==> config.mk <==
export PLATFORM = sky130hd
export DESIGN_NAME = i2s_audio_rx
export DESIGN_NICKNAME = d
export VERILOG_FILES = /design/src/rtl/i2s_audio_rx.sv
export SDC_FILE = /design/constraint.sdc
export NUM_CORES = 1
export LEC_CHECK = 0
export CAP_MARGIN = 25
export CORE_MARGIN = 5
export CORE_UTILIZATION = 46
export CTS_BUF_LIST = sky130_fd_sc_hd__clkbuf_2
export DETAILED_ROUTE_END_ITERATION = 10
export GPL_ROUTABILITY_DRIVEN = 0
export PLACE_DENSITY = 0.78
export SETUP_SLACK_MARGIN = 0.2
export SYNTH_ARGS = -nofsm -noshare
export SYNTH_HDL_FRONTEND = slang
export SYNTH_SLANG_ARGS = --single-unit
==> constraint.sdc <==
create_clock -name CLK -period 2 [get_ports CLK]
set_input_delay 0.4 -clock CLK [delete_from_list [all_inputs] [get_ports CLK]]
set_output_delay 0.4 -clock CLK [all_outputs]
set_load 0.005 [all_outputs]
==> src/rtl/i2s_audio_rx.sv <==
// rtl/i2s_audio_rx.sv - slave-mode I2S receiver, stereo pairs on valid/ready; optional overrun counter via I2S_RX_OVERRUN_COUNT_EN
`timescale 1ns/1ps
module i2s_audio_rx #(
    parameter int SAMPLE_WIDTH = 16
) (
    input  logic                    CLK,
    input  logic                    Reset,
    input  logic                    I2S_BCLK,
    input  logic                    I2S_WS,
    input  logic                    I2S_DATA,
    output logic [SAMPLE_WIDTH-1:0] SampleLeft,
    output logic [SAMPLE_WIDTH-1:0] SampleRight,
    output logic                    SampleValid,
    input  logic                    SampleReady,
    output logic                    Overrun,
    output logic [15:0]             OverrunCount
);
    localparam int CNT_W = $clog2(SAMPLE_WIDTH + 1);

    localparam logic [1:0] ST_HUNT  = 2'd0;
    localparam logic [1:0] ST_LEFT  = 2'd1;
    localparam logic [1:0] ST_RIGHT = 2'd2;

    logic [2:0]              bclk_sync;
    logic [1:0]              ws_sync;
    logic [1:0]              data_sync;
    logic                    bit_edge;
    logic                    ws_bit;
    logic                    data_bit;
    logic                    word_end;
    logic                    ws_prev;
    logic                    ws_prev_ok;
    logic [1:0]              state;
    logic [CNT_W-1:0]        bit_cnt;
    logic [SAMPLE_WIDTH-1:0] shift_word;
    logic [SAMPLE_WIDTH-1:0] word_next;
    logic [SAMPLE_WIDTH-1:0] left_word;
    logic                    left_seen;
    logic                    pair_done;
    logic [SAMPLE_WIDTH-1:0] pair_left;
    logic [SAMPLE_WIDTH-1:0] pair_right;
    logic                    load;

    // Two-flop synchronizers on all pins; the third BCLK flop feeds the rising-edge detector.
    always_ff @(posedge CLK or negedge Reset) begin
        if (!Reset) begin
            bclk_sync <= '0;
            ws_sync   <= '0;
            data_sync <= '0;
        end else begin
            bclk_sync <= {bclk_sync[1:0], I2S_BCLK};
            ws_sync   <= {ws_sync[0], I2S_WS};
            data_sync <= {data_sync[0], I2S_DATA};
        end
    end

    assign bit_edge = bclk_sync[1] & ~bclk_sync[2];
    assign ws_bit   = ws_sync[1];
    assign data_bit = data_sync[1];
    // The first edge after reset only primes ws_prev, so a WS level present at release is not a transition.
    assign word_end = bit_edge & ws_prev_ok & (ws_bit != ws_prev);

    // Place the current bit MSB-first; bits beyond SAMPLE_WIDTH match no index and are dropped.
    always_comb begin
        word_next = shift_word;
        for (int i = 0; i < SAMPLE_WIDTH; i++) begin
            if (bit_cnt == CNT_W'(SAMPLE_WIDTH - 1 - i)) begin
                word_next[i] = data_bit;
            end
        end
    end

    // Deserializer and frame-sync state machine, advanced once per bit edge.
    always_ff @(posedge CLK or negedge Reset) begin
        if (!Reset) begin
            ws_prev    <= 1'b0;
            ws_prev_ok <= 1'b0;
            state      <= ST_HUNT;
            bit_cnt    <= '0;
            shift_word <= '0;
            left_word  <= '0;
            left_seen  <= 1'b0;
            pair_done  <= 1'b0;
            pair_left  <= '0;
            pair_right <= '0;
        end else begin
            pair_done <= 1'b0;
            if (bit_edge) begin
                ws_prev    <= ws_bit;
                ws_prev_ok <= 1'b1;
                if (word_end) begin
                    shift_word <= '0;
                    bit_cnt    <= '0;
                    case (state)
                        ST_LEFT: begin
                            left_word <= word_next;
                            left_seen <= 1'b1;
                            state     <= ST_RIGHT;
                        end
                        ST_RIGHT: begin
                            if (left_seen) begin
                                pair_done  <= 1'b1;
                                pair_left  <= left_word;
                                pair_right <= word_next;
                            end
                            left_seen <= 1'b0;
                            state     <= ST_LEFT;
                        end
                        default: state <= ws_bit ? ST_RIGHT : ST_LEFT;
                    endcase
                end else begin
                    shift_word <= word_next;
                    if (bit_cnt != CNT_W'(SAMPLE_WIDTH)) begin
                        bit_cnt <= bit_cnt + 1'b1;
                    end
                end
            end
        end
    end

    assign load = pair_done & (~SampleValid | SampleReady);

    // Output holding register: load when empty or being drained, otherwise drop and flag overrun.
    always_ff @(posedge CLK or negedge Reset) begin
        if (!Reset) begin
            SampleLeft  <= '0;
            SampleRight <= '0;
            SampleValid <= 1'b0;
            Overrun     <= 1'b0;
        end else begin
            Overrun <= pair_done & ~load;
            if (load) begin
                SampleLeft  <= pair_left;
                SampleRight <= pair_right;
                SampleValid <= 1'b1;
            end else if (SampleValid & SampleReady) begin
                SampleValid <= 1'b0;
            end
        end
    end

`ifdef I2S_RX_OVERRUN_COUNT_EN
    // Saturating count of dropped pairs, cleared only by reset.
    always_ff @(posedge CLK or negedge Reset) begin
        if (!Reset) begin
            OverrunCount <= '0;
        end else if (pair_done & ~load & (OverrunCount != 16'hFFFF)) begin
            OverrunCount <= OverrunCount + 16'd1;
        end
    end
`else
    assign OverrunCount = 16'h0000;
`endif

endmodule

# After elaboration in Yosys (flattened, before gate mapping)
# Cells that the tools add are included.
# totals
ff_bits,116
elab_cells,84
out_inout_bits,50
# classes
add_sub_neg,1
n_mux,28
reduce_logical,9
eq_ne,19
bitwise,10
# ops
op,n
$eq 5x4->1 const B,8
$mux 1,22
$eq 5x3->1 const B,4
$mux 16,1
$eq 5x2->1 const B,2
$mux 5,2
$and 1x1->1,6
$reduce_and 3->1,2
$reduce_bool 2->1,3
$add 5x1->5 const B,1
$eq 5x1->1 const B,1
$logic_not 5->1,1
$ne 5x5->1 const B,1
$pmux 2 s2,1
$reduce_and 2->1,2
$reduce_and 4->1,1
$not 1->1,3
$eq 2x1->1 const B,1
$eq 2x2->1 const B,1
$mux 2,1
$pmux 1 s2,1
$ne 1x1->1,1
$or 1x1->1,1

# Logic depth before layout (Yosys ltp)
# Gate-level depths: netlist of run 1.
# depth
ltp_word,6
ltp_mapped,6
depth_no_buf,6

# Worst setup path after synthesis of run 1
# Ideal clock, no wire load.
# synth_path
path_type,register to register
start,register bit_cnt[0]
end,register pair_right[7]
period_less_slack_ns,1.742
setup_slack_ns,0.258
path_stages_with_launch,6
path_buffers,0
t_arrival_ns,1.617
path_cell_list,dfrtp_1 -> inv_1 -> ha_1 -> nor4bb_1 -> mux2_2 -> mux2_4
# synth_via
elab_chain_cells,2
# synth_rtl
element,line,source
from (decl),34,logic [CNT_W-1:0] bit_cnt;
from (signal assigned),114,bit_cnt <= bit_cnt + 1'b1;
$eq 5x4->1,67,if (bit_cnt == CNT_W'(SAMPLE_WIDTH - 1 - i)) begin
$mux 1,67,
to (signal assigned),104,pair_right <= word_next;
to (decl),41,logic [SAMPLE_WIDTH-1:0] pair_right;
# Every way passes these cells.
# A chain may end at the register's enable or synchronous reset.

# Final worst setup path of run 1
# layout_path
start,register bit_cnt[0]
end,register pair_right[8]
# layout_via
elab_chain_cells,2
# layout_rtl
element,line
$eq 5x3->1,67
$mux 1,67
# Every way passes these cells.

==> flow_summary_export.csv, run 1 <==
group,metric,value,unit
global_route,grt_antenna_before_repair,0,
cells_and_area,layout_commonest_cell,"dfrtp_1",
cts,cts_tree,"yes",
detailed_routing,drtPass1Iterations,4,
cts,cts_made_buffers,17,
logic_synthesis,yosys_warnings,0,
cts,clkLatencyLatePin,650,ps
flow_run,cap_violations,0,
cells_and_area,utilization,0.574,
sta,max_freq,528,MHz
cells_and_area,drive_above_1_share,0.426,
die,die_area,0.0132,mm²
cts,clock_tree.root_cell,"clkbuf_2",
detailed_routing,vias_per_cell,5.22,
logic_synthesis,ys_seq_area_frac,0.576,
die,rows,38,
detailed_routing,vias,2941,
hold_path,hold_class,"in2async",
sta,rsz0062_at_grt,"true",
global_route,grt_pass1_vias,3008,
power_and_ir_drop,power.density,904,mW/mm²
die,start_util,0.467,
critical_path,crit_fanout,5,
detailed_routing,antenna_left,0,
sta,setup_viol,0,
placed_design,dp_hpwl,5.86,mm
power_and_ir_drop,ir_drop,390,µV
cells_and_area,syn2layout_area_growth,22.8,%
critical_path,slowest_delay,440,ps
placed_design,placed_cells,518,
sta,slew_headroom,0.554,
cells_and_area,nets,423,
cells_and_area,mostFrequentLayoutCells,"dfrtp_1 (113), mux2_2 (62), mux2_4 (33)",
die,fp.dieW,115,µm
cts,clkSinkCount,116,
logic_synthesis,synth.top_cells.by_area,"dfrtp_1 (58%), mux2_2 (15%), mux2_4 (8.6%)",
sta,worstMarginPinSlew,669,ps
sta,hold_violations,0,
detailed_routing,drcViolationCount,0,
logic_synthesis,synth_seq_cells,116,
placed_design,io_buffers,39,
sta,finalCritPeriodShare,0.946,
cells_and_area,nFillCells,826,
cts,h-tree-depth,4,
sta,fin_skew,27.2,ps
logic_synthesis,synth_top_area_share,0.576,
cells_and_area,layoutNonFillerInstCount,563,
logic_synthesis,synth_area,0.00504,mm²
outcome,status,"finished clean",
critical_path,slowest_stage,"dfrtp_1",
critical_path,start_kind,"flop",
power_and_ir_drop,power.leakage,3.13,nW
global_route,overflow,0,
sta,fin_setup_tns,0,ps
critical_path,cp.arrival,2430,ps
placed_design,placed_cell_area,0.00562,mm²
cells_and_area,diodes,0,
detailed_routing,drtIter0Drc,138,
critical_path,critPathRequiredTime,2540,ps
cts,cts_buffer_depth,2,
logic_synthesis,syn-mean-instance-area,14.7,µm²
global_route,grt_max_degree,41,
critical_path,path_cells,"buf_4 -> ha_2 -> nor4bb_2 -> mux2_2 -> mux2_4",
die,ios,56,
cells_and_area,design_area,0.00619,mm²
sta,min_period,1890,ps
global_route,grt_pass1_wl,14.8,mm
detailed_routing,routed_wl,9.35,mm
logic_synthesis,syn_inst,342,
cts,path_clk_slew,180,ps
sta,maxSlewViolCount,0,
detailed_routing,wl_per_cell,16.6,µm
critical_path,worstSetupEndpointType,"flop",
die,core,0.0108,mm²
logic_synthesis,synth_top_cell_by_area,"dfrtp_1",
critical_path,path_class,"reg2reg",
logic_synthesis,ys_types,37,
global_route,grtUsageTotal,0.143,
die,dieHeight,115,µm
cells by family (layout without fill, tap and decap cells):
logic type / count (synthesis) / after routing / share of synthesized area
AO/OA/AOI/OAI: 30 / 30 / 0.0439
XOR/XNOR: 2 / 2 / 0.00496
adder cells (fa/ha/maj): 7 / 7 / 0.0174
buffers and inverters: 43 / 109 / 0.0506
flip-flops: 116 / 116 / 0.576
multiplexers: 98 / 98 / 0.240
other: 1 / 16 / 0.000744
AND/OR/NAND/NOR: 45 / 45 / 0.0672
registers in the layout, summed over array words and instances, names as in the netlist, 3 cells and up:
name and flops:
shift_word 16, SampleLeft 16, bclk_sync 3, pair_right 16
bit_cnt 5, SampleRight 16, pair_left 16, left_word 16
metrics by stage:
stage	hold slack [ps]	total power [mW]	setup WS, ps
after floorplan	104	3.33	258
after global placement	288	3.56	37.0
after detailed placement	295	3.63	89.4
after CTS	79.4	5.43	111
after global routing	96.7	5.87	108
final	149	5.60	108
routing by layer:
layer | part of all wire | vias up | GRT usage
met1 | 0.44 | 1524 | 0.181
met4 | 0.022 | 0 | 0.0681
met5 | 0 | - | 0
li1 | - | 1341 | -
met2 | 0.50 | 59 | 0.226
met3 | 0.040 | 17 | 0.0423
final timing paths:
path	from	cells after the start	end	slack (ps)
hold reg to reg	data_sync[0]	0	data_sync[1]	370
hold / removal	Reset	2	shift_word[6]	150
setup / recovery	bit_cnt[0]	5	pair_right[8]	110
setup reg to reg	bit_cnt[0]	5	pair_right[8]	110
min in group CLK	I2S_BCLK	1	bclk_sync[0]	170
max in group asynchronous	Reset	3	SampleLeft[7]	1220
synth_stat cells:
| cell type | number |
|---|---|
| clkbuf_1 | 9 |
| and3_1 | 2 |
| nor4b_1 | 4 |
| nand2_1 | 8 |
| o21ai_0 | 5 |
| o31ai_1 | 2 |
| nand4b_1 | 3 |
| a21o_1 | 1 |
| a21oi_1 | 5 |
| nand4_4 | 2 |
| mux2i_1 | 3 |
| a211oi_1 | 1 |
| buf_2 | 2 |
| or4_1 | 1 |
| dfrtp_1 | 116 |
| nand4bb_1 | 1 |
| clkbuf_2 | 1 |
| nand3_1 | 5 |
| xnor2_1 | 1 |
| inv_1 | 8 |
| nand2b_1 | 3 |
| ha_1 | 7 |
| buf_6 | 4 |
| nor2b_1 | 2 |
| conb_1 | 1 |
| and2_1 | 1 |
| a221o_1 | 1 |
| a22o_1 | 15 |
| mux2_2 | 66 |
| buf_4 | 16 |
| mux2_4 | 29 |
| xor2_2 | 1 |
| buf_1 | 3 |
| nor2_1 | 2 |
| or3_1 | 1 |
| nand3b_1 | 1 |
| nor4bb_1 | 9 |
where the power goes:
| group | internal, mW | switching, mW | leakage (nW) | total, mW |
|---|---|---|---|---|
| clock | 0.813 | 0.892 | 0.143 | 1.71 |
| sequential | 2.53 | 0.184 | 1.57 | 2.71 |
| combinational | 0.627 | 0.557 | 1.41 | 1.18 |
| total | 3.97 | 1.63 | 3.13 | 5.60 |
cell type report:
class                           count  area [µm²]  area share
Clock buffer                       18        90.1      0.0145
Tap cell                          140         175      0.0283
Clock inverter                     14         186      0.0301
Inverter                            8        32.5     0.00525
Sequential cell                   116        2910       0.470
Multi-Input combinational cell    198        2150       0.348
Timing Repair Buffer               69         647       0.104
what timing repair did:
action,4_1_cts,5_1_grt
hold buffers,1,0
hold endpoints to repair,116,0
resized for setup,53,37
pin swaps,1,4
endpoints found under the setup margin,59,51
setup buffers,5,7
worst max-delay path: cells and delay by family, from the launching register on:
family	cells	cell delay (ps)
flops	1	440
fa+ha+maj	1	250
mux	2	680
buf+inv	1	170
simple gates	1	250
No activity file was read; power rests on OpenSTA's default activity.
==> inputs of run 2 (changes only) <==
--- a/config.mk
+++ b/config.mk
@@ -12,6 +12,7 @@
 export DETAILED_ROUTE_END_ITERATION = 10
 export GPL_ROUTABILITY_DRIVEN = 0
 export PLACE_DENSITY = 0.78
+export RECOVER_POWER = 50
 export SETUP_SLACK_MARGIN = 0.2
 export SYNTH_ARGS = -nofsm -noshare
 export SYNTH_HDL_FRONTEND = slang
==> flow_summary_export.csv, run 2 (synthesis gave the netlist of run 1 again) <==
group,metric,value,unit
sta,worstMarginPinSlew,921,ps
outcome,status,"finished clean",
sta,hold_violations,0,
cells_and_area,nFillCells,833,
die,dieHeight,115,µm
power_and_ir_drop,power_switching,1.63,mW
critical_path,worstSetupEndpointType,"flop",
cells_and_area,layout_commonest_cell,"dfrtp_1",
cts,cts_buffer_depth,2,
critical_path,path_class,"reg2reg",
power_and_ir_drop,seqPwrFrac,0.485,
global_route,grt_pass1_vias,3008,
die,fp.dieW,115,µm
global_route,grt_max_degree,41,
detailed_routing,routed_wl,9.33,mm
sta,slew_headroom,0.386,
cells_and_area,diodes,0,
cells_and_area,mostFrequentLayoutCells,"dfrtp_1 (113), mux2_2 (62), mux2_4 (33)",
global_route,overflow,0,
die,start_util,0.467,
critical_path,critPathLaunch,"bit_cnt[0]",
detailed_routing,vias,2934,
detailed_routing,antenna_left,0,
detailed_routing,vias_per_cell,5.21,
die,die_area,0.0132,mm²
cts,h-tree-depth,4,
die,core,0.0108,mm²
sta,setup_ws,102,ps
critical_path,crit_fanout,5,
detailed_routing,drtIter0Drc,112,
global_route,grt_antenna_before_repair,0,
cts,clock_tree.root_cell,"clkbuf_2",
cells_and_area,nets,423,
sta,min_period,1900,ps
critical_path,reg2reg_depth,5,
hold_path,whs_path_depth,1,
power_and_ir_drop,power.density,909,mW/mm²
cts,path_clk_slew,190,ps
detailed_routing,drcViolationCount,0,
global_route,grtUsageTotal,0.143,
critical_path,endpoint,"pair_right[8]",
die,ios,56,
cells_and_area,syn2layout_area_growth,21.8,%
critical_path,start_kind,"flop",
placed_design,io_buffers,39,
sta,fin_skew,27.2,ps
cts,cts_made_buffers,17,
die,rows,38,
detailed_routing,wl_per_cell,16.6,µm
cts,clkLatencyLatePin,640,ps
cells_and_area,drive_above_1_share,0.423,
placed_design,dp_hpwl,5.86,mm
cts,clkSinkCount,116,
critical_path,path_cells,"buf_4 -> ha_2 -> nor4bb_2 -> mux2_2 -> mux2_4",
power_and_ir_drop,pwr-share-clk,0.305,
critical_path,cp.arrival,2440,ps
critical_path,slowest_stage,"dfrtp_1",
sta,maxSlewViolCount,0,
detailed_routing,drtPass1Iterations,4,
power_and_ir_drop,swShare,0.292,
sta,rsz0062_at_grt,"true",
sta,setup_viol,0,
critical_path,timing.rr.end,"pair_right[8]",
power_and_ir_drop,ir_drop,390,µV
power_and_ir_drop,power.leakage,3.11,nW
placed_design,pre_cts_ws,89.4,ps
critical_path,critPathRequiredTime,2540,ps
hold_path,hold_class,"in2reg",
sta,max_freq,527,MHz
critical_path,reg2reg_from,"bit_cnt[0]",
power_and_ir_drop,combPwrFrac,0.209,
power_and_ir_drop,power.internal,3.96,mW
sta,fin_setup_tns,0,ps
flow_run,cap_violations,0,
global_route,grt_pass1_wl,14.8,mm
critical_path,slowest_delay,440,ps
cts,cts_tree,"yes",
critical_path,rrSetupSlack,100,ps
sta,finalCritPeriodShare,0.949,
[run 2: cell types whose count changed in the layout (fill, tap and decap cells not counted), sizes merged]
cell           previous run  this run
buf                      30        24
clkbuf                   18        24
clkdlybuf4s50             4         1
dlygate4sd3               1         4
[run 2: per-stage QoR]
step	util	instance area, µm²	hold slack (ps)	power, mW	cells
floorplan	-	5100	104	3.33	357
global placement	0.520	5610	288	3.56	517
detailed placement	0.521	5620	295	3.63	518
CTS	0.556	6000	79.4	5.43	556
global route	0.569	6140	224	5.86	563
finish	0.569	6140	294	5.59	563
[run 2: critical path, delay by kind of cell, from the launching register on]
kind	cells	cell delay (ps)
fa+ha+maj	1	250
mux	2	690
flops	1	440
simple gates	1	260
buf+inv	1	170
[run 2: power by group through the flow]
stage,clock network (mW),logic (mW),registers (mW)
final,1.71,1.17,2.71
after global routing,1.85,1.27,2.74
after CTS,1.75,1.00,2.68
after detailed placement,0,0.922,2.70
after global placement,0,0.869,2.69
after floorplan,0,0.666,2.66
[run 2: area by class of cell]
type,count,area [µm²],share of cell area
Clock buffer,18,90.1,0.0147
Clock inverter,14,186,0.0303
Inverter,8,32.5,0.00529
Multi-Input combinational cell,198,2150,0.350
Sequential cell,116,2910,0.473
Tap cell,140,175,0.0285
Timing Repair Buffer,69,598,0.0973
[run 2: per-layer routing]
metal	up-vias	track usage	wire length, µm
met5	-	0	0
met4	0	0.0681	200
met3	16	0.0423	386
met2	56	0.226	4630
met1	1523	0.181	4110
li1	1339	-	-
[run 2: worst min path at each step]
stage / endpoint / slack, ps / from
after floorplan: Overrun / 100 / Reset
after global placement: SampleRight[5] / 290 / Reset
after detailed placement: SampleRight[5] / 300 / Reset
after CTS: shift_word[6] / 80 / Reset
after global routing: bclk_sync[0] / 220 / I2S_BCLK
final: bclk_sync[0] / 290 / I2S_BCLK
[run 2: timing repair]
item	4_1_cts	5_1_grt
endpoints found under the hold margin	116	0
gates resized for setup	53	37
buffers inserted	5	7
endpoints found under the setup margin	59	51
pin swaps	1	4
hold buffers	1	0
